[src/rtl/pong_game_ctrl.sv]
// rtl/pong_game_ctrl.sv - Pong game flow FSM: serve timing, scoring, rally count, overlay select.
module pong_game_ctrl #(
   parameter logic [3:0] WIN_SCORE   = 4'd7,
   parameter logic [6:0] SERVE_DELAY = 7'd120
) (
   input  logic       clk,
   input  logic       reset,
   input  logic       refr_tick,
   input  logic       start,
   input  logic       hit,
   input  logic       miss_l,
   input  logic       miss_r,
   output logic       graph_still,
   output logic [3:0] score_l,
   output logic [3:0] score_r,
   output logic [7:0] rally,
   output logic [1:0] text_sel
);

   typedef enum logic [1:0] {
      ST_NEWGAME = 2'd0,
      ST_PLAY    = 2'd1,
      ST_NEWBALL = 2'd2,
      ST_OVER    = 2'd3
   } state_t;

   state_t      state_q, state_d;
   logic [3:0]  score_l_q, score_l_d;
   logic [3:0]  score_r_q, score_r_d;
   logic [7:0]  rally_q, rally_d;
   logic [6:0]  timer_q, timer_d;
   logic        graph_still_q, graph_still_d;
   logic [1:0]  text_sel_q, text_sel_d;
   logic        start_q;
   logic        hit_q;
   logic        start_mask_q;
   logic        start_rise;
   logic        hit_rise;

   // start_q comes out of reset low; the mask stops a button held through reset from reading as a press.
   assign start_rise = start & ~start_q & ~start_mask_q;
   assign hit_rise   = hit & ~hit_q;

   always_comb begin
      state_d   = state_q;
      score_l_d = score_l_q;
      score_r_d = score_r_q;
      rally_d   = rally_q;
      timer_d   = timer_q;

      case (state_q)
         ST_NEWGAME: begin
            if (start_rise) begin
               state_d = ST_PLAY;
            end
         end
         ST_PLAY: begin
            if (miss_l && miss_r) begin
               state_d = ST_NEWBALL;
               timer_d = SERVE_DELAY;
               rally_d = 8'd0;
            end else if (miss_l) begin
               score_r_d = score_r_q + 4'd1;
               if (score_r_d == WIN_SCORE) begin
                  state_d = ST_OVER;
               end else begin
                  state_d = ST_NEWBALL;
                  timer_d = SERVE_DELAY;
                  rally_d = 8'd0;
               end
            end else if (miss_r) begin
               score_l_d = score_l_q + 4'd1;
               if (score_l_d == WIN_SCORE) begin
                  state_d = ST_OVER;
               end else begin
                  state_d = ST_NEWBALL;
                  timer_d = SERVE_DELAY;
                  rally_d = 8'd0;
               end
            end else if (hit_rise && (rally_q != 8'hFF)) begin
               rally_d = rally_q + 8'd1;
            end
         end
         ST_NEWBALL: begin
            if (refr_tick) begin
               timer_d = timer_q - 7'd1;
               if (timer_q <= 7'd1) begin
                  state_d = ST_PLAY;
                  timer_d = 7'd0;
               end
            end
         end
         ST_OVER: begin
            if (start_rise) begin
               state_d   = ST_NEWGAME;
               score_l_d = 4'd0;
               score_r_d = 4'd0;
               rally_d   = 8'd0;
            end
         end
         default: state_d = ST_NEWGAME;
      endcase

      // Outputs are decoded from the next state so they change on the same edge as the state.
      graph_still_d = (state_d != ST_PLAY);
      case (state_d)
         ST_NEWGAME: text_sel_d = 2'b01;
         ST_OVER:    text_sel_d = (score_l_d == WIN_SCORE) ? 2'b10 : 2'b11;
         default:    text_sel_d = 2'b00;
      endcase
   end

   always_ff @(posedge clk) begin
      if (reset) begin
         state_q       <= ST_NEWGAME;
         score_l_q     <= 4'd0;
         score_r_q     <= 4'd0;
         rally_q       <= 8'd0;
         timer_q       <= 7'd0;
         graph_still_q <= 1'b1;
         text_sel_q    <= 2'b01;
         start_q       <= 1'b0;
         hit_q         <= 1'b0;
         start_mask_q  <= 1'b1;
      end else begin
         state_q       <= state_d;
         score_l_q     <= score_l_d;
         score_r_q     <= score_r_d;
         rally_q       <= rally_d;
         timer_q       <= timer_d;
         graph_still_q <= graph_still_d;
         text_sel_q    <= text_sel_d;
         start_q       <= start;
         hit_q         <= hit;
         start_mask_q  <= 1'b0;
      end
   end

   assign graph_still = graph_still_q;
   assign score_l     = score_l_q;
   assign score_r     = score_r_q;
   assign rally       = rally_q;
   assign text_sel    = text_sel_q;

endmodule

[config.mk]
export PLATFORM = sky130hd
export DESIGN_NAME = pong_game_ctrl
export DESIGN_NICKNAME = d
export VERILOG_FILES = /design/src/rtl/pong_game_ctrl.sv
export SDC_FILE = /design/constraint.sdc
export NUM_CORES = 1
export LEC_CHECK = 0
export BUFFER_PORTS_ARGS = -buffer_cell sky130_fd_sc_hd__buf_4
export CAP_MARGIN = 20
export CORE_MARGIN = 2
export CORE_UTILIZATION = 55
export CTS_BUF_LIST = sky130_fd_sc_hd__clkbuf_8
export CTS_CLUSTER_DIAMETER = 100
export DETAILED_ROUTE_END_ITERATION = 10
export PLACE_DENSITY = 0.88
export SETUP_SLACK_MARGIN = 0.02
export SKIP_CTS_REPAIR_TIMING = 1
export SYNTH_ARGS = -nofsm -noshare
export SYNTH_HDL_FRONTEND = slang
export SYNTH_SLANG_ARGS = --single-unit
export TNS_END_PERCENT = 30
[constraint.sdc]
create_clock -name clk -period 2.66 [get_ports clk]
set_input_delay 0.266 -clock clk [delete_from_list [all_inputs] [get_ports clk]]
set_output_delay 0.266 -clock clk [all_outputs]
set_load 0.02 [all_outputs]
==> results of run 1 <==
==> per-stage QoR <==
step                      area, um^2  instances  worst slack, ns  utilization (%)
after floorplan                 1920        244            0.443                -
after global placement          2160        311            0.359             64.8
after detailed placement        2160        311            0.257             64.8
after CTS                       2250        318            0.228             67.4
after global routing            2250        318           0.0503             67.4
final                           2250        318            0.213             67.4
==> power by group <==
part | switching [mW] | internal, mW | leakage, nW
clock | 0.176 | 0.203 | 0.0470
sequential | 0.0140 | 0.480 | 0.252
combinational | 0.0944 | 0.0621 | 0.647
total | 0.284 | 0.744 | 0.946
==> routing by layer <==
layer | part of all wire (%) | vias up
met1 | 45 | 868
met4 | 1.5 | 0
met3 | 5.3 | 8
met5 | 0 | -
met2 | 48 | 55
li1 | - | 934
==> cells by family (layout without fill, tap and decap cells) <==
group | after synthesis | count (layout)
AOI/OAI and AO/OA | 66 | 66
adders and majority gates | 14 | 14
buffers and inverters | 24 | 52
DFF | 31 | 31
muxes | 1 | 1
and+or+nand+nor | 108 | 108
==> state kept, by name, summed over array words and instances (netlist names), 2 cells and up <==
| name | flops |
|---|---|
| text_sel | 2 |
| state_q | 2 |
| score_l | 4 |
| score_r | 4 |
| timer_q | 7 |
| rally | 8 |
==> cell type report <==
type / instances / share of cell area, %
clock inverters: 1 / 0.223
inverters: 16 / 2.67
multi-input cells: 189 / 53.6
repair buffers: 29 / 9.68
flip-flops and latches: 31 / 27.6
clock buffers: 6 / 3.67
well taps: 46 / 2.56
==> worst max-delay path by stage <==
| stage | startpoint | endpoint | depth (start not counted) |
|---|---|---|---|
| 2_1_floorplan | score_l[0] | text_sel[0] | 10 |
| 3_3_place_gp | state_q[0] | rally[2] | 7 |
| 3_5_place_dp | state_q[0] | rally[2] | 7 |
| 4_1_cts | state_q[0] | rally[2] | 7 |
| 5_1_grt | state_q[0] | rally[2] | 7 |
| 6_report | state_q[0] | rally[2] | 7 |
==> worst max-delay path, stage by stage (launching register included) <==
cell	delay, ns
dfxtp_1	0.44
ha_1	0.44
and4bb_2	0.30
nor2_1	0.06
a211o_1	0.33
nor3_4	0.37
o31ai_1	0.14
a32o_1	0.27
==> placed cells by master, fill, tap and decap left out, types with 7 or more instances in the layout <==
cell	Yosys	layout
a21oi_1	16	16
buf_4	1	29
dfxtp_1	31	31
ha_1	14	14
inv_1	16	16
nand2_1	31	31
nand2b_1	7	7
nand3_1	8	8
nor2_1	23	23
nor2b_1	7	7
nor3_1	10	10
o21ai_0	12	12
==> flow_summary_export.csv, run 1 <==
group,metric,value,unit
outcome,outcome,"finished, final reports clean",
detailed_routing,firstDrtPassIters,4,
logic_synthesis,synth_top_family_by_area,"simple AND/OR/NAND/NOR gates",
layout,diodes,0,
layout,nFillCells,284,
place,io_buffers,25,
logic_synthesis,synth_fp_nets,265,
timing,post-route-min-period,2.45,ns
pwr,p_leak,0.946,nW
min_path,worstHoldEndpoint,"hit_q",
logic_synthesis,ys_types,51,
clock_network,clkTransAtPathRegs,0.06,ns
logic_synthesis,netlist_top_cells_count,"dfxtp_1, nand2_1, nor2_1, a21oi_1, inv_1",
setup_path,critical_path_class,"flip-flop to flip-flop",
logic_synthesis,muxShareOfSynthArea,0.520,%
clock_network,clk_latency,0.29,ns
layout,multi_input_area,0.00120,mm^2
detailed_routing,drc,0,
logic_synthesis,synth_top_area_share,32.3,%
setup_path,end_kind,"flip-flop",
die,core-area,0.00334,mm^2
die,die_y,63.1,um
timing,rsz0062_at_grt,"no",
detailed_routing,wl,4.33,mm
timing,worst_pin_slew,0.659,ns
layout,syn2layout_area_growth,16.9,%
setup_path,cp.arrival,2.63,ns
logic_synthesis,ys_seq_area_share,32.3,%
setup_path,r2r-end,"rally[2]",
setup_path,r2r-start,"state_q[0]",
timing,finalSetupViolations,0,
clock_network,cts.path.max_buffers,2,
logic_synthesis,synth-edff-count,0,
layout,seq_area,621,um^2
setup_path,path_max_fanout,11,
clock_network,ctsHtreeMaxLevel,2,
logic_synthesis,synth_compound_area_share,23.9,%
logic_synthesis,yosys-top-cells-area,"dfxtp_1, ha_1, nand2_1",
setup_path,required,2.84,ns
timing,fmax,409,MHz
logic_synthesis,syn_inst,244,
logic_synthesis,synthXorXnorAreaFrac,0,%
timing,finalHoldViolCount,0,
clock_network,cts_sinks,31,
timing,finalSetupTns,0,ns
timing,clock-skew-final,0.00366,ns
place,globalplace.congestion,0.946,
logic_synthesis,synth_top_cell_by_area,"dfxtp_1",
detailed_routing,drt-wirelength-per-cell,13.6,um
layout,drive_gt1_share,17.3,%
clock_network,cts_root_buf,"clkbuf_8",
die,row_count,21,
die,die_x,63.1,um
global_routing,grt_pass1_wl,7.32,mm
logic_synthesis,synthFlopType,"dfxtp_1",
pwr,vdd_drop_max,251,uV
die,start_util,57.6,%
min_path,hp-start,"hit",
timing,holdWs,0.210,ns
die,io_pins,26,
logic_synthesis,yosys.area_share.simple,29.1,%
clock_network,cts_inserted_buffers,5,
global_routing,overflow,0,
flow_run,max_cap_violations,0,
global_routing,grt_pass1_vias,1683,
place,dp_hpwl,2.99,mm
logic_synthesis,synth_seq_cells,31,
global_routing,grt_usage,23.0,%
setup_path,r2r_slack,0.21,ns
global_routing,antenna_found_initial,0,
setup_path,worstRegToRegCells,7,
detailed_routing,ant_nets,0,
layout,nNetsFinal,293,
detailed_routing,vias_per_cell,5.86,
detailed_routing,drt-initial-drc-count,125,
timing,fin_crit_sh,92.0,%
clock_network,cts_tree,"yes",
die,design.die.area,0.00399,mm^2
logic_synthesis,synth_warnings,0,
setup_path,cp-start-kind,"flip-flop",
detailed_routing,vias,1865,
timing,slew_headroom,56.1,%
logic_synthesis,synthAdderAreaFrac,9.11,%
global_routing,busiest_layer,"met2",
logic_synthesis,synth_async_sr_flop_share,0,%
pwr,power_density,458,mW/mm^2
pwr,finalPower,1.03,mW
min_path,hold_path.class,"primary input to flip-flop",
logic_synthesis,syn_avg_cell_area,7.88,um^2
min_path,hold_depth,2,
timing,final_max_slew_viol_count,0,
global_routing,grt_start_max_net_pins,27,
global_routing,grt_use_met2,39.2,%
global_routing,grtUsageMet3,5.54,%
logic_synthesis,syn_area,0.00192,mm^2
global_routing,grtUsageMet1,27.8,%
(Power assumes the default switching activity.)
==> run 2, diff against run 1 <==
CELL_PAD_IN_SITES_DETAIL_PLACEMENT = 1   (was not set)
CELL_PAD_IN_SITES_GLOBAL_PLACEMENT = 2   (was not set)
CORE_UTILIZATION = 35   (was 55)
PLACE_DENSITY = 0.93   (was 0.88)
==> flow_summary_export.csv, run 2 (synthesized netlist as in run 1, its figures left out) <==
group,metric,value,unit
layout,nNetsFinal,295,
place,io_buffers,25,
place,dp_hpwl,3.66,mm
layout,drive_gt1_share,18.5,%
timing,finalHoldViolCount,0,
clock_network,cts.path.max_buffers,2,
layout,largest_reg_flops,8,
global_routing,antenna_found_initial,0,
setup_path,cp-start-kind,"flip-flop",
timing,fmax,416,MHz
place,post-place-ws,0.257,ns
pwr,vdd_drop_max,302,uV
setup_path,path_cells,"ha_1, nand2b_1, o21ai_1, a32oi_1, nand2_1, a31oi_1, inv_1, ha_1, a21oi_1, o21ai_1",
timing,final_max_slew_viol_count,0,
setup_path,critical_path_class,"flip-flop to flip-flop",
clock_network,clkTransAtPathRegs,0.07,ns
timing,setup_ws,0.258,ns
place,globalplace.congestion,0.823,
layout,final_cell_mix,"nand2_1, buf_4, dfxtp_1",
die,start_util,36.9,%
timing,finalSetupViolations,0,
detailed_routing,wl,5.03,mm
layout,fin_util,44.7,%
setup_path,critPathSlowestCell,"dfxtp_1",
die,row_count,26,
clock_network,cts_tree,"yes",
global_routing,overflow,0,
layout,syn2layout_area_growth,20.9,%
die,die_y,78.1,um
clock_network,clk_latency,0.29,ns
detailed_routing,ant_nets,0,
die,core-area,0.00520,mm^2
place,dp.cells,337,
setup_path,r2r_slack,0.26,ns
timing,fin_crit_sh,90.3,%
setup_path,crit_family,"compound AO/OA/AOI/OAI gates",
layout,layoutNonFillerInstCount,345,
die,io_pins,26,
timing,post-route-min-period,2.40,ns
global_routing,grt_pass1_vias,1820,
setup_path,cp.arrival,2.58,ns
timing,worst_pin_slew,0.475,ns
setup_path,path_buf_inv,1,
layout,diodes,0,
flow_run,max_cap_violations,0,
global_routing,grt_pass1_wl,8.58,mm
min_path,hold_path.class,"primary input to flip-flop",
timing,clock-skew-final,0.00563,ns
detailed_routing,drc,0,
global_routing,grt_start_max_net_pins,27,
clock_network,cts_root_buf,"clkbuf_8",
detailed_routing,vias_per_cell,5.43,
clock_network,ctsHtreeMaxLevel,2,
setup_path,path_max_fanout,8,
clock_network,cts_sinks,31,
timing,finalSetupTns,0,ns
pwr,p_leak,0.972,nW
die,design.die.area,0.00610,mm^2
setup_path,required,2.83,ns
detailed_routing,firstDrtPassIters,4,
outcome,outcome,"finished, final reports clean",
detailed_routing,drt-wirelength-per-cell,14.6,um
global_routing,grt_usage,17.6,%
timing,rsz0062_at_grt,"no",
setup_path,end_kind,"flip-flop",
die,die_x,78.1,um
detailed_routing,drt-initial-drc-count,71,
setup_path,cp_slowest_stage_delay,0.45,ns
timing,slew_headroom,68.3,%
detailed_routing,vias,1874,
pwr,power_density,490,mW/mm^2
clock_network,cts_inserted_buffers,5,
[run 2: area by class of cell]
class | instances | area, um^2
multi-input cells | 189 | 1200
repair buffers | 31 | 233
clock buffers | 6 | 82.6
fillers | 670 | 2880
well taps | 70 | 87.6
clock inverters | 2 | 35.0
inverters | 16 | 60.1
flip-flops and latches | 31 | 622
[run 2: path summary, 6_finish.rpt]
check,start,end,depth (start not counted)
max,score_l[1],text_sel[0],10
min,hit,hit_q,2
max reg2reg,score_l[1],text_sel[0],10
min reg2reg,timer_q[3],timer_q[3],2
[run 2: routing by layer]
| metal | global-route usage (%) | vias up | wire [um] |
|---|---|---|---|
| li1 | - | 935 | - |
| met1 | 22.5 | 903 | 2470 |
| met2 | 29.0 | 27 | 2330 |
| met3 | 3.91 | 9 | 147 |
| met4 | 6.84 | 0 | 89 |
| met5 | 0 | - | 0 |
[run 2: worst reg2reg max path, cell delays in order (launching register included)]
cell	delay (ns)
dfxtp_1	0.45
ha_1	0.31
nand2b_1	0.16
o21ai_1	0.09
a32oi_1	0.30
nand2_1	0.09
a31oi_1	0.27
inv_1	0.10
ha_1	0.30
a21oi_1	0.14
o21ai_1	0.07
[run 2: per-stage QoR]
stage               instance area, um^2  total power [mW]  hold WS (ns)
finish                             2320              1.14         0.209
global route                       2320              1.20         0.230
CTS                                2320              1.16         0.207
detailed placement                 2210             0.662         0.468
global placement                   2210             0.659         0.453
floorplan                          1920             0.608         0.294
[run 2: report_power, final]
part	total [mW]	switching (mW)	internal, mW
combinational	0.157	0.0952	0.0623
clock	0.487	0.184	0.303
sequential	0.494	0.0142	0.480
total	1.14	0.294	0.845
==> run 3, diff against run 2 <==
REMOVE_ABC_BUFFERS = 1   (was not set)
==> flow_summary_export.csv, run 3 (synthesized netlist as in run 1, its figures left out) <==
group,metric,value,unit
outcome,outcome,"finished, final reports clean",
timing,fmax,417,MHz
clock_network,clkTransAtPathRegs,0.06,ns
layout,fin_util,43.7,%
global_routing,antenna_found_initial,0,
setup_path,r2r_slack,0.26,ns
layout,syn2layout_area_growth,18.3,%
layout,layout_commonest_cell,"nand2_1",
setup_path,cp.arrival,2.55,ns
global_routing,overflow,0,
setup_path,path_max_fanout,8,
min_path,hold_path.class,"primary input to flip-flop",
global_routing,grtUsageMet1,20.0,%
place,dp_hpwl,3.58,mm
global_routing,grt_pass1_wl,8.23,mm
detailed_routing,firstDrtPassIters,4,
global_routing,grt_usage,16.5,%
die,core-area,0.00520,mm^2
layout,diodes,0,
global_routing,grt_use_met2,29.3,%
timing,post-route-min-period,2.40,ns
die,io_pins,26,
clock_network,cts.path.max_buffers,2,
timing,finalHoldViolCount,0,
global_routing,grt_pass1_vias,1810,
layout,layoutNonFillerInstCount,343,
timing,finalSetupTns,0,ns
place,io_buffers,25,
layout,design_area,0.00228,mm^2
clock_network,clk_latency,0.28,ns
clock_network,cts_sinks,31,
place,dp.cells,335,
layout,nNetsFinal,293,
timing,clock-skew-final,0.0103,ns
timing,worst_pin_slew,0.513,ns
clock_network,cts_root_buf,"clkbuf_8",
pwr,p_leak,0.947,nW
place,post-place-ws,0.241,ns
pwr,power_density,439,mW/mm^2
global_routing,busiest_layer,"met2",
flow_run,max_cap_violations,0,
detailed_routing,vias_per_cell,5.38,
pwr,vdd_drop_max,231,uV
place,placed_area,0.00219,mm^2
timing,finalSetupViolations,0,
global_routing,grt_start_max_net_pins,27,
timing,rsz0062_at_grt,"no",
place,globalplace.congestion,0.836,
die,start_util,36.9,%
timing,final_max_slew_viol_count,0,
pwr,finalPower,0.999,mW
timing,fin_crit_sh,90.1,%
detailed_routing,wl,4.84,mm
clock_network,cts_tree,"yes",
timing,holdWs,0.220,ns
layout,largest_reg_flops,8,
setup_path,end_kind,"flip-flop",
clock_network,ctsHtreeMaxLevel,2,
layout,final_cell_mix,"nand2_1, dfxtp_1, buf_4",
clock_network,cts_inserted_buffers,5,
global_routing,grtUsageMet3,3.56,%
die,row_count,26,
timing,slew_headroom,65.7,%
detailed_routing,drt-wirelength-per-cell,14.1,um
detailed_routing,ant_nets,0,
die,die_x,78.1,um
layout,drive_gt1_share,17.6,%
setup_path,required,2.81,ns
detailed_routing,drc,0,
die,die_y,78.1,um
layout,nFillCells,648,
setup_path,critical_path_class,"flip-flop to flip-flop",
setup_path,cp-start-kind,"flip-flop",
die,design.die.area,0.00610,mm^2
detailed_routing,vias,1846,
detailed_routing,drt-initial-drc-count,70,
timing,setup_ws,0.262,ns
[run 3: power breakdown]
part	switching [mW]	total [mW]	internal (mW)
clock	0.174	0.350	0.176
sequential	0.0135	0.493	0.480
combinational	0.0948	0.156	0.0607
total	0.283	0.999	0.716
[run 3: final timing paths]
path                                  from     endpoint  cells after the start
worst max-delay path            score_l[1]  text_sel[0]                     10
worst min-delay path                   hit        hit_q                      2
worst max register to register  score_l[1]  text_sel[0]                     10
worst min register to register  timer_q[3]   timer_q[3]                      2
[run 3: final cells by class]
cell class              count  area, um^2  share of cell area, %
multi-input cells         189        1210                   53.1
clock inverters             3        12.5                  0.550
inverters                  16        60.1                   2.64
well taps                  70        87.6                   3.85
repair buffers             29         218                   9.57
clock buffers               5        68.8                   3.02
flip-flops and latches     31         622                   27.3
[run 3: routing by layer]
layer	vias to the layer above	share of wire (%)	wire [um]
li1	937	-	-
met1	879	49	2360
met3	6	2.9	140
met5	-	0	0
met2	24	47	2290
met4	0	1.1	54
[run 3: critical path, stage by stage (launching register included)]
cell and delay (ns):
dfxtp_1 0.47, ha_2 0.30, nand2b_1 0.14, o21ai_1 0.09
a32oi_1 0.27, nand2_1 0.09, a31oi_1 0.27, inv_1 0.11
ha_1 0.30, a21oi_1 0.14, o21ai_1 0.08
